==> config.mk <==
export PLATFORM = sky130hd
export DESIGN_NAME = i2s_master_codec
export DESIGN_NICKNAME = d
export VERILOG_FILES = /design/src/rtl/i2s_pkg.sv /design/src/rtl/i2s_bclk_gen.sv /design/src/rtl/i2s_master_codec.sv
export SDC_FILE = /design/constraint.sdc
export NUM_CORES = 1
export LEC_CHECK = 0
export CAP_MARGIN = 0
export CORE_AREA = 2 2 128 130
export DETAILED_ROUTE_END_ITERATION = 8
export DIE_AREA = 0 0 130 132
export GPL_ROUTABILITY_DRIVEN = 0
export PLACE_DENSITY = 0.54
export SLEW_MARGIN = 20
export SYNTH_ARGS = -nofsm -noshare
export SYNTH_HDL_FRONTEND = slang
export SYNTH_SLANG_ARGS = --single-unit
==> constraint.sdc <==
create_clock -name bus_clk -period 1.9 [get_ports bus_clk]
set_input_delay 0.57 -clock bus_clk [delete_from_list [all_inputs] [get_ports bus_clk]]
set_output_delay 0.57 -clock bus_clk [all_outputs]
set_load 0.03 [all_outputs]
==> src/rtl/i2s_pkg.sv <==
`default_nettype none
// ============================================================================
// Package : i2s_pkg
// Brief   : Frame geometry, slot positions and control states shared by the
//           clock-master I2S codec port.
// Rev     : 1.0 - initial release
// ============================================================================
package i2s_pkg;

    localparam int SAMPLE_BITS = 16;
    localparam int SLOT_BITS   = 32;
    localparam int FRAME_BITS  = 64;
    localparam int LEFT_FIRST  = 1;
    localparam int RIGHT_FIRST = 33;

    typedef enum logic [0:0] {
        ST_IDLE = 1'b0,
        ST_RUN  = 1'b1
    } i2s_state_e;

    // True for bit periods that carry sample data (MSB one period after LRCLK edge)
    function automatic logic in_data_slot(input logic [5:0] b);
        return ((b >= 6'(LEFT_FIRST))  && (b < 6'(LEFT_FIRST  + SAMPLE_BITS))) ||
               ((b >= 6'(RIGHT_FIRST)) && (b < 6'(RIGHT_FIRST + SAMPLE_BITS)));
    endfunction

endpackage
`default_nettype wire

==> src/rtl/i2s_bclk_gen.sv <==
`default_nettype none
// ============================================================================
// Module : i2s_bclk_gen
// Brief  : Divides bus_clk into BCLK and flags the last cycle of each bit period.
// Rev    : 1.0 - initial release
// ============================================================================
module i2s_bclk_gen #(
    parameter int HALF_DIV = 16
) (
    input  logic bus_clk,
    input  logic srst,
    input  logic run,
    input  logic restart,
    output logic bclk,
    output logic fall_stb,
    output logic sample_stb
);

    localparam int              CW        = $clog2(2 * HALF_DIV);
    localparam logic [CW-1:0]   LAST_CNT  = CW'(2 * HALF_DIV - 1);
    localparam logic [CW-1:0]   LOW_LAST  = CW'(HALF_DIV - 1);

    logic [CW-1:0] cnt_q, cnt_d;
    logic          bclk_q, bclk_d;

    always_comb begin
        cnt_d  = cnt_q;
        bclk_d = bclk_q;
        if (restart || !run || (cnt_q == LAST_CNT)) begin
            cnt_d  = '0;
            bclk_d = 1'b0;
        end else begin
            cnt_d = cnt_q + CW'(1);
            if (cnt_q == LOW_LAST) begin
                bclk_d = 1'b1;
            end
        end
    end

    always_ff @(posedge bus_clk) begin
        if (srst) begin
            cnt_q  <= '0;
            bclk_q <= 1'b0;
        end else begin
            cnt_q  <= cnt_d;
            bclk_q <= bclk_d;
        end
    end

    // Both strobes mark the final high-phase cycle; the next edge starts a bit period
    assign fall_stb   = run && (cnt_q == LAST_CNT);
    assign sample_stb = run && (cnt_q == LAST_CNT);
    assign bclk       = bclk_q;

endmodule
`default_nettype wire

==> src/rtl/i2s_master_codec.sv <==
`default_nettype none
// ============================================================================
// Module : i2s_master_codec
// Brief  : Clock-master 16-bit stereo I2S port: BCLK/LRCLK generation, ADC-line
//          serializer fed by a one-word holding register, DAC-line deserializer.
// Rev    : 1.0 - initial release
// ============================================================================
module i2s_master_codec
    import i2s_pkg::*;
#(
    parameter int HALF_DIV = 16
) (
    input  logic        bus_clk,
    input  logic        srst,
    input  logic        enable,
    output logic        i2s_bclk,
    output logic        i2s_lrclk,
    output logic        i2s_adc,
    input  logic        i2s_dac,
    input  logic [31:0] tx_data,
    input  logic        tx_valid,
    output logic        tx_ready,
    output logic [31:0] rx_data,
    output logic        rx_valid,
    output logic        underrun,
    output logic        frame_start
);

    i2s_state_e  state_q, state_d;
    logic [5:0]  b_q;
    logic        lrclk_q, adc_q;
    logic [31:0] tx_sh_q, hold_data_q;
    logic        hold_full_q;
    logic [30:0] rx_sh_q;
    logic [31:0] rx_data_q;
    logic        rx_valid_q, underrun_q, frame_start_q;

    logic        w_fall, w_sample, w_frame_start, w_accept;
    logic [5:0]  w_b_next;

    i2s_bclk_gen #(
        .HALF_DIV (HALF_DIV)
    ) u_bclk_gen (
        .bus_clk    (bus_clk),
        .srst       (srst),
        .run        (state_q == ST_RUN),
        .restart    (w_frame_start),
        .bclk       (i2s_bclk),
        .fall_stb   (w_fall),
        .sample_stb (w_sample)
    );

    assign w_b_next = b_q + 6'd1;
    assign w_accept = tx_valid && !hold_full_q;

    always_comb begin
        state_d       = state_q;
        w_frame_start = 1'b0;
        case (state_q)
            ST_IDLE: begin
                if (enable) begin
                    state_d       = ST_RUN;
                    w_frame_start = 1'b1;
                end
            end
            ST_RUN: begin
                // enable is only honoured once the current frame has fully played out
                if (w_fall && (b_q == 6'(FRAME_BITS - 1))) begin
                    if (enable) begin
                        w_frame_start = 1'b1;
                    end else begin
                        state_d = ST_IDLE;
                    end
                end
            end
            default: state_d = ST_IDLE;
        endcase
    end

    always_ff @(posedge bus_clk) begin
        if (srst) begin
            state_q <= ST_IDLE;
        end else begin
            state_q <= state_d;
        end
    end

    always_ff @(posedge bus_clk) begin
        if (srst) begin
            b_q           <= '0;
            lrclk_q       <= 1'b1;
            adc_q         <= 1'b0;
            tx_sh_q       <= '0;
            hold_data_q   <= '0;
            hold_full_q   <= 1'b0;
            rx_sh_q       <= '0;
            rx_data_q     <= '0;
            rx_valid_q    <= 1'b0;
            underrun_q    <= 1'b0;
            frame_start_q <= 1'b0;
        end else begin
            rx_valid_q    <= 1'b0;
            underrun_q    <= 1'b0;
            frame_start_q <= 1'b0;

            if (w_frame_start) begin
                b_q           <= '0;
                lrclk_q       <= 1'b0;
                adc_q         <= 1'b0;
                tx_sh_q       <= hold_full_q ? hold_data_q : '0;
                underrun_q    <= !hold_full_q;
                frame_start_q <= 1'b1;
            end else if (w_fall) begin
                if (b_q == 6'(FRAME_BITS - 1)) begin
                    b_q     <= '0;
                    lrclk_q <= 1'b1;
                    adc_q   <= 1'b0;
                end else begin
                    b_q     <= w_b_next;
                    lrclk_q <= (w_b_next >= 6'(SLOT_BITS));
                    if (in_data_slot(w_b_next)) begin
                        adc_q   <= tx_sh_q[31];
                        tx_sh_q <= {tx_sh_q[30:0], 1'b0};
                    end else begin
                        adc_q <= 1'b0;
                    end
                end
            end

            // A word written in the frame-start cycle survives into the next frame
            if (w_frame_start) begin
                hold_full_q <= w_accept;
            end else if (w_accept) begin
                hold_full_q <= 1'b1;
            end
            if (w_accept) begin
                hold_data_q <= tx_data;
            end

            if (w_sample && in_data_slot(b_q)) begin
                rx_sh_q <= {rx_sh_q[29:0], i2s_dac};
                if (b_q == 6'(RIGHT_FIRST + SAMPLE_BITS - 1)) begin
                    rx_data_q  <= {rx_sh_q, i2s_dac};
                    rx_valid_q <= 1'b1;
                end
            end
        end
    end

    assign i2s_lrclk   = lrclk_q;
    assign i2s_adc     = adc_q;
    assign tx_ready    = !hold_full_q;
    assign rx_data     = rx_data_q;
    assign rx_valid    = rx_valid_q;
    assign underrun    = underrun_q;
    assign frame_start = frame_start_q;

endmodule
`default_nettype wire

# Word-level counts from Yosys, hierarchy flattened

Index checks and enable logic that the tools add are counted.

Multiplexer cells: 20
Eq/ne operators: 5
Divide/modulo/power cells: 0
Bitwise logic cells: 3
Order comparisons: 9
Reductions and logical operators: 23
Shift operators: 0
Add/subtract/negate cells: 2
$mul: 0

Operator list:

| cell                                                                                 | count |
|---|---|
| 32-bit two-way mux                                                                   | 5 |
| 6-bit greater-or-equal comparator (second input constant)                            | 3 |
| 6-bit equality test (second input constant)                                          | 2 |
| 6-bit by 1-bit greater-or-equal comparator with 1-bit output (second input constant) | 2 |
| 6-bit by 5-bit < comparator with 1-bit output (second input constant)                | 2 |
| 6-bit < comparator (second input constant)                                           | 2 |
| 1-bit two-way mux                                                                    | 12 |
| 1-bit logical AND                                                                    | 8 |
| 2-bit OR reduction                                                                   | 4 |
| 6-bit by 1-bit adder with 6-bit output (second input constant)                       | 1 |
| 6-bit two-way mux                                                                    | 1 |
| 2-bit nonzero test                                                                   | 3 |
| 5-bit by 1-bit adder with 5-bit output (second input constant)                       | 1 |
| 5-bit by 4-bit equality test with 1-bit output (second input constant)               | 1 |
| 5-bit equality test (second input constant)                                          | 1 |
| 1-bit logical OR                                                                     | 4 |
| 1-bit case mux with 2 select lines                                                   | 2 |
| 1-bit inverter                                                                       | 3 |
| 3-bit AND reduction                                                                  | 1 |
| 1-bit logical NOT                                                                    | 2 |
| 2-bit by 1-bit inequality test with 1-bit output (second input constant)             | 1 |
| 2-bit AND reduction                                                                  | 1 |

Input port bits: 37
Bits in writable memories: 0
ROM bits: 0
Register bits: 146
Output and inout bits: 39
Bits in latches: 0
Memories: 0

# Logic depth before layout (Yosys ltp)

Word-level depth: 8
Depth in mapped cells: 10

# Hierarchy

From an unflattened synthesis, not the netlist that was laid out.

Cell total of the unflattened synthesis: 595
Area total of the unflattened synthesis: 5,719.2 um^2

Modules (own cells, without submodules):

| module           | area each (um^2) | instances | cells an instance |
|---|---|---|---|
| i2s_master_codec | 5,469.0          | 1         | 569 |
| i2s_bclk_gen     | 250.2            | 1         | 26 |

# Least setup slack after synthesis

Ideal clock, no wire load.

Path kind: reg-to-reg
From: register u_bclk_gen.cnt_q[0]
To: register tx_sh_q[29]
Stages on the path, launching flop included: 10
Arrival: 2,056 ps
Path buffers: 2
Path slack: -215 ps
Cells stage by stage: dfxtp_1 ha_1 and3_1 ha_1 a41oi_4 nand2b_2 buf_6 nor3_4 buf_6 a221o_1

Cells in the longest elaborated chain, start to end: 7

RTL lines:

| what                                                                                             | line                    | text |
|---|---|---|
| from (decl)                                                                                      | i2s_bclk_gen.sv:23      | `logic [CW-1:0] cnt_q, cnt_d;` |
| from (signal assigned)                                                                           | i2s_bclk_gen.sv:45      | `cnt_q <= cnt_d;` |
| 5-bit equality test *                                                                            | i2s_bclk_gen.sv:51      | `assign fall_stb = run && (cnt_q == LAST_CNT);` |
| 1-bit logical AND *                                                                              | i2s_bclk_gen.sv:51      |  |
| 1-bit logical AND                                                                                | i2s_master_codec.sv:68  | `if (w_fall && (b_q == 6'(FRAME_BITS - 1))) begin` |
| 1-bit two-way mux                                                                                | i2s_master_codec.sv:68  |  |
| 1-bit case mux with 2 select lines                                                               | i2s_master_codec.sv:59  | `case (state_q)` |
| 2-bit by 1-bit inequality test with 1-bit output (no line) or 2-bit nonzero test (tied branches) | --                      |  |
| 3-bit AND reduction (no line)                                                                    | --                      |  |
| to (signal assigned)                                                                             | i2s_master_codec.sv:110 | `tx_sh_q <= hold_full_q ? hold_data_q : '0;` |
| to (signal assigned)                                                                             | i2s_master_codec.sv:123 | `tx_sh_q <= {tx_sh_q[30:0], 1'b0};` |
| to (decl)                                                                                        | i2s_master_codec.sv:32  | `logic [31:0] tx_sh_q, hold_data_q;` |

Mark *: on every way between the ends. The rest lies on a longest branch, timed or not.
A chain may end at the register's enable or synchronous reset.

# Final worst setup path

From: register u_bclk_gen.cnt_q[0]
To: register tx_sh_q[7]

The elaborated chain is that of the path after synthesis.

==> qor.yml <==
run_status:
  status: "finished with violations"
  violations: "setup timing"
clocking:
  clkTransAtPathRegs_ns: 0.06
  cts_tree: "done"
  cts_max_path_buffers: 2
  htree_num_levels: 4
  insertion_delay_ns: 0.41
  clock-sinks: 146
  hold_buffers: 0
  clockRootBuffer: "clkbuf_16"
  numCtsBuffers: 17
setup_path:
  slowest_delay_ns: 0.33
  cp_data_arrival_time_ns: 2.25
  r2r_slack_ns: -0.05
  crit_path_cell_trace: "ha_4 > and3_4 > ha_4 > a41oi_4 > buf_6 > nor3_4 > clkbuf_16 > and2_1 > a221o_1"
  path_class: "reg -> reg"
  cp_data_required_time_ns: 2.20
  cp-end-kind: "flop"
  path_max_fanout: 15
  critPathSlowestCell: "dfxtp_2"
  crit_path_frequent_cell: "ha_4"
  cp-start-kind: "flop"
logic_synthesis:
  async_reset_ff_frac: 0
  synth-edff-count: 0
  yosysWarnings: 0
  synth_area_leaders: "dfxtp_1, nand2_1, a21oi_1"
  yosysTopAreaCellShare: 0.535
  synth_xor_area_frac: 0.00801
  synth_top_family_by_area: "simple AND/OR/NAND/NOR gates"
  synth-adder-area-share: 0.0160
  syn_area_per_cell_um2: 8.53
  ys_seq_area_frac: 0.535
  synth_nets: 685
  syn_inst: 641
  synth_cell_type_count: 39
  synth-simple-area-share: 0.230
  synth_seq_cells: 146
  synth_top_cell_by_area: "dfxtp_1"
  muxShareOfSynthArea: 0.00366
  synth_compound_area_frac: 0.166
  synth-main-ff-cell: "dfxtp_1"
  synth_area_um2: 5470
timing:
  fmax_ghz: 0.512
  hold_slack_ns: 0.448
  fin_crit_sh: 1.03
  min_period_ns: 1.95
  relSlewSlack: 0.609
  maxSlewViolCount: 0
  fin_ws_ns: -0.0514
  tightest_slew_ns: 0.587
  hold_viol: 0
  fin_setup_tns_ns: -0.639
  finalClockSkew_ns: 0.00690
  rsz0062_at_grt: "yes"
  finalSetupViolCount: 26
place:
  place_inst: 920
  portBuffers: 75
  place_ws_ns: -0.763
  place_hpwl_mm: 7.89
detailed_routing:
  wirelength_mm: 14.0
  avgViaCountPerCell: 4.84
  vias: 4714
  wire_per_inst_um: 14.4
  dr.pass1.iters: 7
  remaining_drc_errors: 0
  ant_nets: 0
  drtIter0Drc: 361
global_routing:
  grt_max_degree: 62
  grt_pass1_vias: 4426
  grt_pass1_wl_mm: 21.9
  grt_overflow: 0
  grt_util_all_layers: 0.159
  antenna_found_initial: 0
cells_and_area:
  synthToLayoutAreaGrowth_pct: 41.5
  diodes: 0
  final_cell_count_no_fill: 974
  drive_above_1_share: 0.194
  fin_nets: 792
power_and_ir_drop:
  power_density_nw_per_um2: 874
  total_power_mw: 6.76
  power_leakage_nw: 3.06
  peakVddDrop_v: 0.000611
flow_run:
  maxCapViolations: 0
floorplan:
  die_w_um: 130
  die_height_um: 132
  initial_core_util: 0.348
  io_pins: 76
  fp.dieArea_um2: 17200
  core-area_um2: 15700
  fp-row-count: 46
worst_hold_path:
  hp-class: "reg -> reg"
worst paths after layout:
kind | startpoint | to | cells past startpoint
worst max-delay path | u_bclk_gen.cnt_q[0] | tx_sh_q[7] | 9
worst min-delay path | hold_data_q[8] | hold_data_q[8] | 2
worst max register to register | u_bclk_gen.cnt_q[0] | tx_sh_q[7] | 9
worst min register to register | hold_data_q[8] | hold_data_q[8] | 2
power by group:
group | switching (mW) | leakage, nW | internal [mW] | total (mW)
Sequential | 0.0369 | 1.18 | 3.12 | 3.16
Clock | 1.19 | 0.276 | 2.01 | 3.20
Combinational | 0.210 | 1.60 | 0.190 | 0.400
Total | 1.43 | 3.06 | 5.32 | 6.76
metal layers:
layer / global-route usage / vias up / wire length (um)
met5: 0 / - / 0
met4: 0.0502 / 0 / 191
met3: 0.0483 / 14 / 599
met2: 0.249 / 112 / 6670
met1: 0.209 / 2226 / 6580
li1: - / 2362 / -
cells in the final DEF (no fill, tap or decap), types with 4 or more instances in the layout:
cell type        instances
clkdlybuf4s50_1         35
buf_6                    7
dfxtp_1                142
dlygate4sd2_1           39
and2_4                  17
inv_1                    6
a21oi_1                 85
a221o_1                 30
xor2_1                   4
nor2_1                  19
a21oi_2                 16
clkbuf_1                 4
nand2_1                201
and2_1                  16
buf_12                   8
buf_4                   35
clkbuf_16               22
logic make-up after synthesis:
logic type,Yosys count
buffers and inverters,52
XOR/XNOR,5
AND/OR/NAND/NOR,286
flip-flops,146
adder cells (fa/ha/maj),7
AO/OA/AOI/OAI,143
multiplexers,2
sequential cells by signal, indices dropped and copies added (netlist names):
| signal | count |
|---|---|
| hold_data_q | 32 |
| rx_data | 32 |
| rx_sh_q | 31 |
| tx_sh_q | 32 |
| u_bclk_gen.cnt_q | 5 |
| i2s_lrclk | 1 |
| rx_valid | 1 |
| frame_start | 1 |
| hold_full_q | 1 |
| b_q | 6 |
| u_bclk_gen.bclk | 1 |
| state_q | 1 |
| i2s_adc | 1 |
| underrun | 1 |
synthesized netlist by cell type (all sizes together), types with 2 or more instances:
| cell | count |
|---|---|
| a21oi | 101 |
| a221o | 30 |
| and2 | 33 |
| and3 | 3 |
| and4 | 2 |
| buf | 8 |
| clkbuf | 37 |
| dfxtp | 146 |
| ha | 7 |
| inv | 7 |
| mux2i | 2 |
| nand2 | 207 |
| nand2b | 3 |
| nand3 | 2 |
| nand4 | 2 |
| nand4b | 2 |
| nor2 | 20 |
| nor2b | 4 |
| nor3 | 3 |
| o21ai | 5 |
| xor2 | 4 |
cell type report:
cell class                 count  area (um^2)
fill                        1475         7980
sequential                   146         2930
multi-input combinational    444         2570
timing repair buffer         132         1380
clock buffer                  24          482
tap                          216          270
clock inverter                 5         78.8
inverter                       7         26.3
timing repair:
action | 4_1_cts | 5_1_grt
resized for setup | 66 | 48
pin swaps | 18 | 20
gates cloned | 3 | 7
setup endpoints to repair | 132 | 92
buffers inserted | 12 | 5
endpoints found under the hold margin | 0 | 0
worst max-delay path: cells and delay by family (launching register included):
kind / cells / cell delay (ns)
AOI/OAI and AO/OA: 2 / 0.48
and+or+nand+nor: 3 / 0.36
DFF: 1 / 0.33
adders and majority gates: 2 / 0.33
buffers and inverters: 2 / 0.33
stage by stage:
stage	instance area [um^2]	utilization
6_report	7730	0.492
2_1_floorplan	5540	-
3_3_place_gp	6670	0.425
5_1_grt	7730	0.492
4_1_cts	7440	0.474
3_5_place_dp	6670	0.425
Note: power is estimated with default switching activity, not from simulation.
